### src/rtl/cross_bar_pkg.sv
// ----------------------------------------------------------------------------
// Module  : cross_bar_pkg
// Brief   : Shared types and constants for the crossbar and its slave endpoints.
// Revision: 1.1 - slave command encoding and slave FSM state type
// ----------------------------------------------------------------------------
`default_nettype none

package cross_bar_pkg;

    localparam int MASTER_N = 4;
    localparam int SLAVE_N  = 4;
    localparam int MASTER_W = $clog2(MASTER_N);
    localparam int SLAVE_W  = $clog2(SLAVE_N);

    typedef logic [31:0] addr_t;
    typedef logic [31:0] data_t;

    localparam logic CMD_READ  = 1'b0;
    localparam logic CMD_WRITE = 1'b1;

    typedef enum logic [1:0] {
        IDLE = 2'd0,
        WAIT = 2'd1,
        ACK  = 2'd2
    } slave_state_t;

endpackage

`default_nettype wire

### src/rtl/cross_bar_slave_mem_if.sv
// ----------------------------------------------------------------------------
// Module  : cross_bar_slave_mem_if
// Brief   : Request/ack bus between a crossbar slave port and its responder.
// Revision: 1.0 - initial release
// ----------------------------------------------------------------------------
`default_nettype none

interface cross_bar_slave_mem_if;
    import cross_bar_pkg::*;

    logic  slave_req;
    addr_t slave_addr;
    logic  slave_cmd;
    data_t slave_wdata;
    logic  slave_ack;
    data_t slave_rdata;

    modport master (
        output slave_req, slave_addr, slave_cmd, slave_wdata,
        input  slave_ack, slave_rdata
    );

    modport slave (
        input  slave_req, slave_addr, slave_cmd, slave_wdata,
        output slave_ack, slave_rdata
    );

endinterface

`default_nettype wire

### src/rtl/cross_bar_slave_lfsr.sv
// ----------------------------------------------------------------------------
// Module  : cross_bar_slave_lfsr
// Brief   : 8-bit Fibonacci LFSR (taps 8,6,5,4) advancing once per step pulse.
// Revision: 1.0 - initial release
// ----------------------------------------------------------------------------
`default_nettype none

module cross_bar_slave_lfsr #(
    parameter logic [7:0] SEED = 8'hA5
) (
    input  wire logic       clk,
    input  wire logic       areset,
    input  wire logic       step,
    output logic [7:0]      state
);

    logic w_feedback;

    assign w_feedback = state[7] ^ state[5] ^ state[4] ^ state[3];

    always_ff @(posedge clk or posedge areset) begin
        if (areset) begin
            state <= SEED;
        end else if (step) begin
            state <= {state[6:0], w_feedback};
        end
    end

endmodule

`default_nettype wire

### src/rtl/cross_bar_slave_mem.sv
// ----------------------------------------------------------------------------
// Module  : cross_bar_slave_mem
// Brief   : Word-addressed memory slave with programmable wait states and a
//           one-cycle ack. CROSS_BAR_SLAVE_LFSR_WAIT_EN adds 0..3 random stalls.
// Revision: 1.0 - initial release
// ----------------------------------------------------------------------------
`default_nettype none

module cross_bar_slave_mem
    import cross_bar_pkg::*;
#(
    parameter int         DEPTH       = 16,
    parameter int         WAIT_CYCLES = 0,
    parameter logic [7:0] LFSR_SEED   = 8'hA5
) (
    input  wire logic              clk,
    input  wire logic              areset,
    cross_bar_slave_mem_if.slave   bus
);

    localparam int IDX_W = $clog2(DEPTH);
    localparam int CNT_W = 5;

    slave_state_t     r_state;
    slave_state_t     w_next;
    logic [CNT_W-1:0] r_cnt;
    logic [CNT_W-1:0] w_load;
    logic [IDX_W-1:0] r_idx;
    logic             r_cmd;
    data_t            r_wdata;
    data_t            r_mem [DEPTH];
    logic             w_accept;

    assign w_accept = (r_state == IDLE) && bus.slave_req;

`ifdef CROSS_BAR_SLAVE_LFSR_WAIT_EN
    logic [7:0] w_lfsr;

    cross_bar_slave_lfsr #(
        .SEED (LFSR_SEED)
    ) u_lfsr (
        .clk    (clk),
        .areset (areset),
        .step   (w_accept),
        .state  (w_lfsr)
    );

    // Stall for this transaction comes from the state before the step
    assign w_load = CNT_W'(WAIT_CYCLES) + {3'b000, w_lfsr[1:0]};
`else
    // Seed is only consumed when the stall LFSR is built in
    if (LFSR_SEED == 8'h00) begin : g_seed_unused
    end

    assign w_load = CNT_W'(WAIT_CYCLES);
`endif

    always_ff @(posedge clk or posedge areset) begin
        if (areset) begin
            r_state <= IDLE;
        end else begin
            r_state <= w_next;
        end
    end

    always_comb begin
        w_next = r_state;
        case (r_state)
            IDLE: begin
                if (bus.slave_req) begin
                    w_next = (w_load == '0) ? ACK : WAIT;
                end
            end
            WAIT: begin
                if (r_cnt <= CNT_W'(1)) begin
                    w_next = ACK;
                end
            end
            ACK:     w_next = IDLE;
            default: w_next = IDLE;
        endcase
    end

    always_ff @(posedge clk or posedge areset) begin
        if (areset) begin
            r_cnt   <= '0;
            r_idx   <= '0;
            r_cmd   <= CMD_READ;
            r_wdata <= '0;
        end else if (w_accept) begin
            r_cnt   <= w_load;
            r_idx   <= bus.slave_addr[IDX_W+1:2];
            r_cmd   <= bus.slave_cmd;
            r_wdata <= bus.slave_wdata;
        end else if (r_state == WAIT) begin
            r_cnt   <= r_cnt - CNT_W'(1);
        end
    end

    // Write commits on the edge leaving ACK; a reset before then discards it
    always_ff @(posedge clk or posedge areset) begin
        if (areset) begin
            for (int i = 0; i < DEPTH; i++) begin
                r_mem[i] <= '0;
            end
        end else if ((r_state == ACK) && (r_cmd == CMD_WRITE)) begin
            r_mem[r_idx] <= r_wdata;
        end
    end

    always_comb begin
        bus.slave_ack   = 1'b0;
        bus.slave_rdata = '0;
        if (r_state == ACK) begin
            bus.slave_ack = 1'b1;
            if (r_cmd == CMD_READ) begin
                bus.slave_rdata = r_mem[r_idx];
            end
        end
    end

endmodule

`default_nettype wire
### src/flat_wrapper.sv
// flat-port wrapper written by rule: the top's interface ports become plain ports
module cross_bar_slave_mem_flat import cross_bar_pkg::*;
#(
    parameter int         DEPTH       = 16,
    parameter int         WAIT_CYCLES = 0,
    parameter logic [7:0] LFSR_SEED   = 8'hA5
)
  (clk, areset, bus_slave_req, bus_slave_addr, bus_slave_cmd, bus_slave_wdata, bus_slave_ack, bus_slave_rdata);
  cross_bar_slave_mem_if bus_i ();
  input  wire logic clk;
  input  wire logic areset;
  input wire logic [$bits(bus_i.slave_req)-1:0] bus_slave_req;
  input wire logic [$bits(bus_i.slave_addr)-1:0] bus_slave_addr;
  input wire logic [$bits(bus_i.slave_cmd)-1:0] bus_slave_cmd;
  input wire logic [$bits(bus_i.slave_wdata)-1:0] bus_slave_wdata;
  output wire logic [$bits(bus_i.slave_ack)-1:0] bus_slave_ack;
  output wire logic [$bits(bus_i.slave_rdata)-1:0] bus_slave_rdata;
  assign bus_i.slave_req = bus_slave_req;
  assign bus_i.slave_addr = bus_slave_addr;
  assign bus_i.slave_cmd = bus_slave_cmd;
  assign bus_i.slave_wdata = bus_slave_wdata;
  assign bus_slave_ack = bus_i.slave_ack;
  assign bus_slave_rdata = bus_i.slave_rdata;
  cross_bar_slave_mem #(.DEPTH(DEPTH), .WAIT_CYCLES(WAIT_CYCLES), .LFSR_SEED(LFSR_SEED)) u_core (.clk(clk), .areset(areset), .bus(bus_i));
endmodule
### config.mk
export PLATFORM = sky130hd
export DESIGN_NAME = cross_bar_slave_mem_flat
export DESIGN_NICKNAME = d
export VERILOG_FILES = /design/src/rtl/cross_bar_pkg.sv /design/src/rtl/cross_bar_slave_mem_if.sv /design/src/rtl/cross_bar_slave_lfsr.sv /design/src/rtl/cross_bar_slave_mem.sv /design/src/flat_wrapper.sv
export SDC_FILE = /design/constraint.sdc
export NUM_CORES = 1
export LEC_CHECK = 0
export ABC_CLOCK_PERIOD_IN_PS = 26100
export CORE_UTILIZATION = 54
export DETAILED_ROUTE_END_ITERATION = 7
export PLACE_DENSITY = 0.72
export SLEW_MARGIN = 20
export SYNTH_ARGS = -nofsm -noshare
export SYNTH_HDL_FRONTEND = slang
export SYNTH_SLANG_ARGS = --single-unit
### constraint.sdc
create_clock -name clk -period 26.1 [get_ports clk]
set_input_delay 6.525 -clock clk [delete_from_list [all_inputs] [get_ports clk]]
set_output_delay 6.525 -clock clk [all_outputs]
set_load 0.05 [all_outputs]
==> reports/metrics.csv <==
stage;metric;value;unit
pwr;switching part of the total;0.269;
global_route;total global-route track usage;0.255;
pwr;Clk pwr share;0.289;
logic_synthesis;Net Count, Synth;1665;
drt;vias after detailed routing;13900;
clock_tree;clock root buffer master;clkbuf_16;
timing;period utilization;0.427;
global_route;initial antenna violation count;0;
clock_tree;CTS Buf Count;56;
pwr;Reg power frac;0.488;
pwr;Logic pwr share;0.223;
timing;minimum clock period;11.14;ns
die;row cnt;77;
clock_tree;Clock Latency Late Sink;0.60;ns
critical_path;reg2reg start;u_core.r_idx[1]$_DFFE_PP0P_;
drt;DRC Markers;0;
placed_design;Placed Cells;2145;
logic_synthesis;syn_area_per_cell;15.4;µm²
timing;Max Clk Rate;89.8;MHz
drt;1st-iter DRT viols;883;
die;core footprint;44500;µm²
global_route;largest net degree at the start of global routing;179;
layout;final net count;1680;
timing;worst setup margin;14.96;ns
critical_path;Reg2Reg Setup Slack;22.67;ns
clock_tree;clk slew on worst S/H paths;0.06;ns
logic_synthesis;Syn Std Cell Area;24600;µm²
placed_design;pre-CTS setup slack;14.50;ns
drt;total iterations of the first detailed-routing run;5;
logic_synthesis;Ys Warns;0;
logic_synthesis;sequential area share after synthesis;0.560;
clock_tree;postcts setup bufs;0;
clock_tree;CTS resizes;0;
layout;fill cell count;3350;
logic_synthesis;post-synth cell types;27;
critical_path;Worst EP required;19.58;ns
pwr;LEAKAGE;12.6;nW
drt;final wirelength;57500;µm
timing;Setup TNS;0;ns
run;Max-cap violations;0;
clock_tree;H-tree depth;2;
die;Die X;215;µm
layout;Non-Filler Instances;2247;
critical_path;terminus of the critical flop-to-flop path;u_core.r_mem[136]$_DFFE_PP0P_;
clock_tree;clock buffer depth;3;
drt;vias per std cell;6.18;
placed_design;I/O Buffers;72;
clock_tree;CTS tree;built;
critical_path;Worst EP arrival;4.62;ns
global_route;vias in the first global route;14800;
die;DIE HEIGHT;215;µm
critical_path;Critical Path Start;u_core.r_idx[1]$_DFFE_PP0P_;
pwr;worst vdd ir;0.0762;mV
logic_synthesis;Post-Synthesis Cells;1597;
drt;Antenna Nets Post-Route;0;
critical_path;Reg2Reg Depth;4;
clock_tree;CTS Sinks;550;
layout;P&R area growth vs syn;12.3;%
timing;worst slew pin tran;1.15;ns
pwr;NetSw;740;µW
die;Die Footprint;46300;µm²
timing;Rel. slew slack;0.237;
pwr;PD cells;99.8;nW/µm²
logic_synthesis;post-synthesis register bit count;550;
critical_path;crit path to;bus_slave_rdata[24];
drt;WL per Instance;25.6;µm
layout;n_diodes;0;
timing;Max Slew Vio Count;0;
die;effective utilization at floorplan;0.552;
clock_tree;# hold bufs at CTS;0;
critical_path;kind of critical path;register to output port;
critical_path;Setup crit start kind;register;
critical_path;crit path capture type;output port;
critical_path;Crit Path Max Fanout;59;
timing;final-report setup violation count;0;
layout;Util after Layout;0.620;
placed_design;hpwl dp;31500;µm
global_route;first-pass GRT wire length;89600;µm
pwr;Internal;2.01;mW
timing;clk_skew;0.0118;ns
die;io pins;101;
placed_design;Area after DPL;25700;µm²
timing;final hold vios;0;
timing;RSZ-0062 raised after global routing;false;
layout;Finished Cell Area;27600;µm²
placed_design;gpl congestion;0.738;
min_path;Hold Crit Class;register to register;
run_status;outcome;complete, no violations;
layout;layout cells sized above 1;0.475;
global_route;gr ovfl total;0;
routing by layer:
layer,GRT usage,vias to the layer above,part of all wire
li1,-,5962,-
met4,0.0662,0,0.022
met5,0,-,0
met2,0.409,296,0.48
met1,0.365,7555,0.45
met3,0.0386,84,0.044
kinds of logic (layout without fill, tap and decap cells):
group,after synthesis,in the layout,synth area share
and+or+nand+nor,32,32,0.00764
DFF,550,550,0.560
muxes,741,741,0.366
AOI/OAI and AO/OA,128,128,0.0391
buffers and inverters,146,204,0.0269
layout make-up:
class | instances | area [µm²] | area share
Sequential cell | 550 | 13800 | 0.499
Multi-Input combinational cell | 901 | 10300 | 0.372
Clock buffer | 95 | 1700 | 0.0616
Timing Repair Buffer | 102 | 986 | 0.0357
Tap cell | 592 | 741 | 0.0269
Clock inverter | 6 | 109 | 0.00395
Inverter | 1 | 11.3 | 0.000408
registers in the layout (all words and copies together), names as in the netlist:
signal,cells
u_core.r_idx,4
u_core.r_mem,512
u_core.r_wdata,32
u_core.r_cmd,1
u_core.r_state,1
power by group through the flow:
stage	Combinational [mW]	Sequential [mW]	Clock, mW
2_1_floorplan	0.540	1.28	0
3_3_place_gp	0.595	1.33	0
3_5_place_dp	0.617	1.35	0
4_1_cts	0.620	1.34	0.807
5_1_grt	0.663	1.39	0.841
6_report	0.614	1.35	0.795
synth_stat cells:
cell,n,share of area
mux2i_1,64,0.026
buf_6,1,0.00046
inv_1,1,0.00015
mux4_2,64,0.059
nand2_1,3,0.00046
nand4b_1,2,0.00071
dfrtp_1,550,0.56
or3b_2,1,0.00036
a22oi_1,32,0.0098
and4b_1,1,0.00041
mux2_2,589,0.27
nor2b_1,2,0.00051
o22ai_1,32,0.0082
buf_2,68,0.014
a22o_1,32,0.011
buf_4,5,0.0015
and3_1,1,0.00025
nor4bb_1,1,0.00041
nand2b_1,7,0.0018
nand4_1,1,0.00025
nand3b_1,1,0.00031
clkbuf_1,63,0.0096
and4bb_2,1,0.00051
o31ai_1,32,0.0098
mux2_1,24,0.011
buf_1,8,0.0012
nor2_1,11,0.0017
per-stage QoR:
step | total power, mW | hold slack (ns)
2_1_floorplan | 1.82 | 0.452
3_3_place_gp | 1.92 | 0.461
3_5_place_dp | 1.97 | 0.473
4_1_cts | 2.77 | 0.486
5_1_grt | 2.89 | 0.507
6_report | 2.75 | 0.485
cells in the final DEF (no fill, tap or decap), types with 2 or more instances in the layout:
cell type,n
bufinv_16,3
clkinv_2,2
a22o_1,32
nand2b_1,2
mux2_2,589
o22ai_1,32
clkbuf_8,13
mux4_2,64
nand2_2,2
clkbuf_1,25
buf_4,26
nor2_4,10
dfrtp_4,2
buf_6,2
nand4b_1,2
nand2b_2,5
a22oi_1,32
nor2b_4,2
clkdlybuf4s50_1,72
o31ai_1,32
mux2_1,24
mux2i_1,64
clkbuf_16,57
dfrtp_1,548
critical path, stage by stage (launching register included):
cell             delay (ns)
dfrtp_4                1.04
buf_4                  0.88
mux2_2                 0.31
o22ai_1                0.10
o31ai_1                0.63
clkdlybuf4s50_1        0.93
how the worst min path moves through the flow:
stage,startpoint,cells past startpoint,end,slack (ns)
global placement,u_core.r_mem[170]$_DFFE_PP0P_,1,u_core.r_mem[170]$_DFFE_PP0P_,0.46
floorplan,u_core.r_mem[164]$_DFFE_PP0P_,1,u_core.r_mem[164]$_DFFE_PP0P_,0.45
CTS,u_core.r_mem[171]$_DFFE_PP0P_,1,u_core.r_mem[171]$_DFFE_PP0P_,0.49
finish,u_core.r_mem[118]$_DFFE_PP0P_,1,u_core.r_mem[118]$_DFFE_PP0P_,0.49
global route,u_core.r_mem[171]$_DFFE_PP0P_,1,u_core.r_mem[171]$_DFFE_PP0P_,0.51
detailed placement,u_core.r_mem[171]$_DFFE_PP0P_,1,u_core.r_mem[171]$_DFFE_PP0P_,0.47
Power figures use the tool's default switching activity.
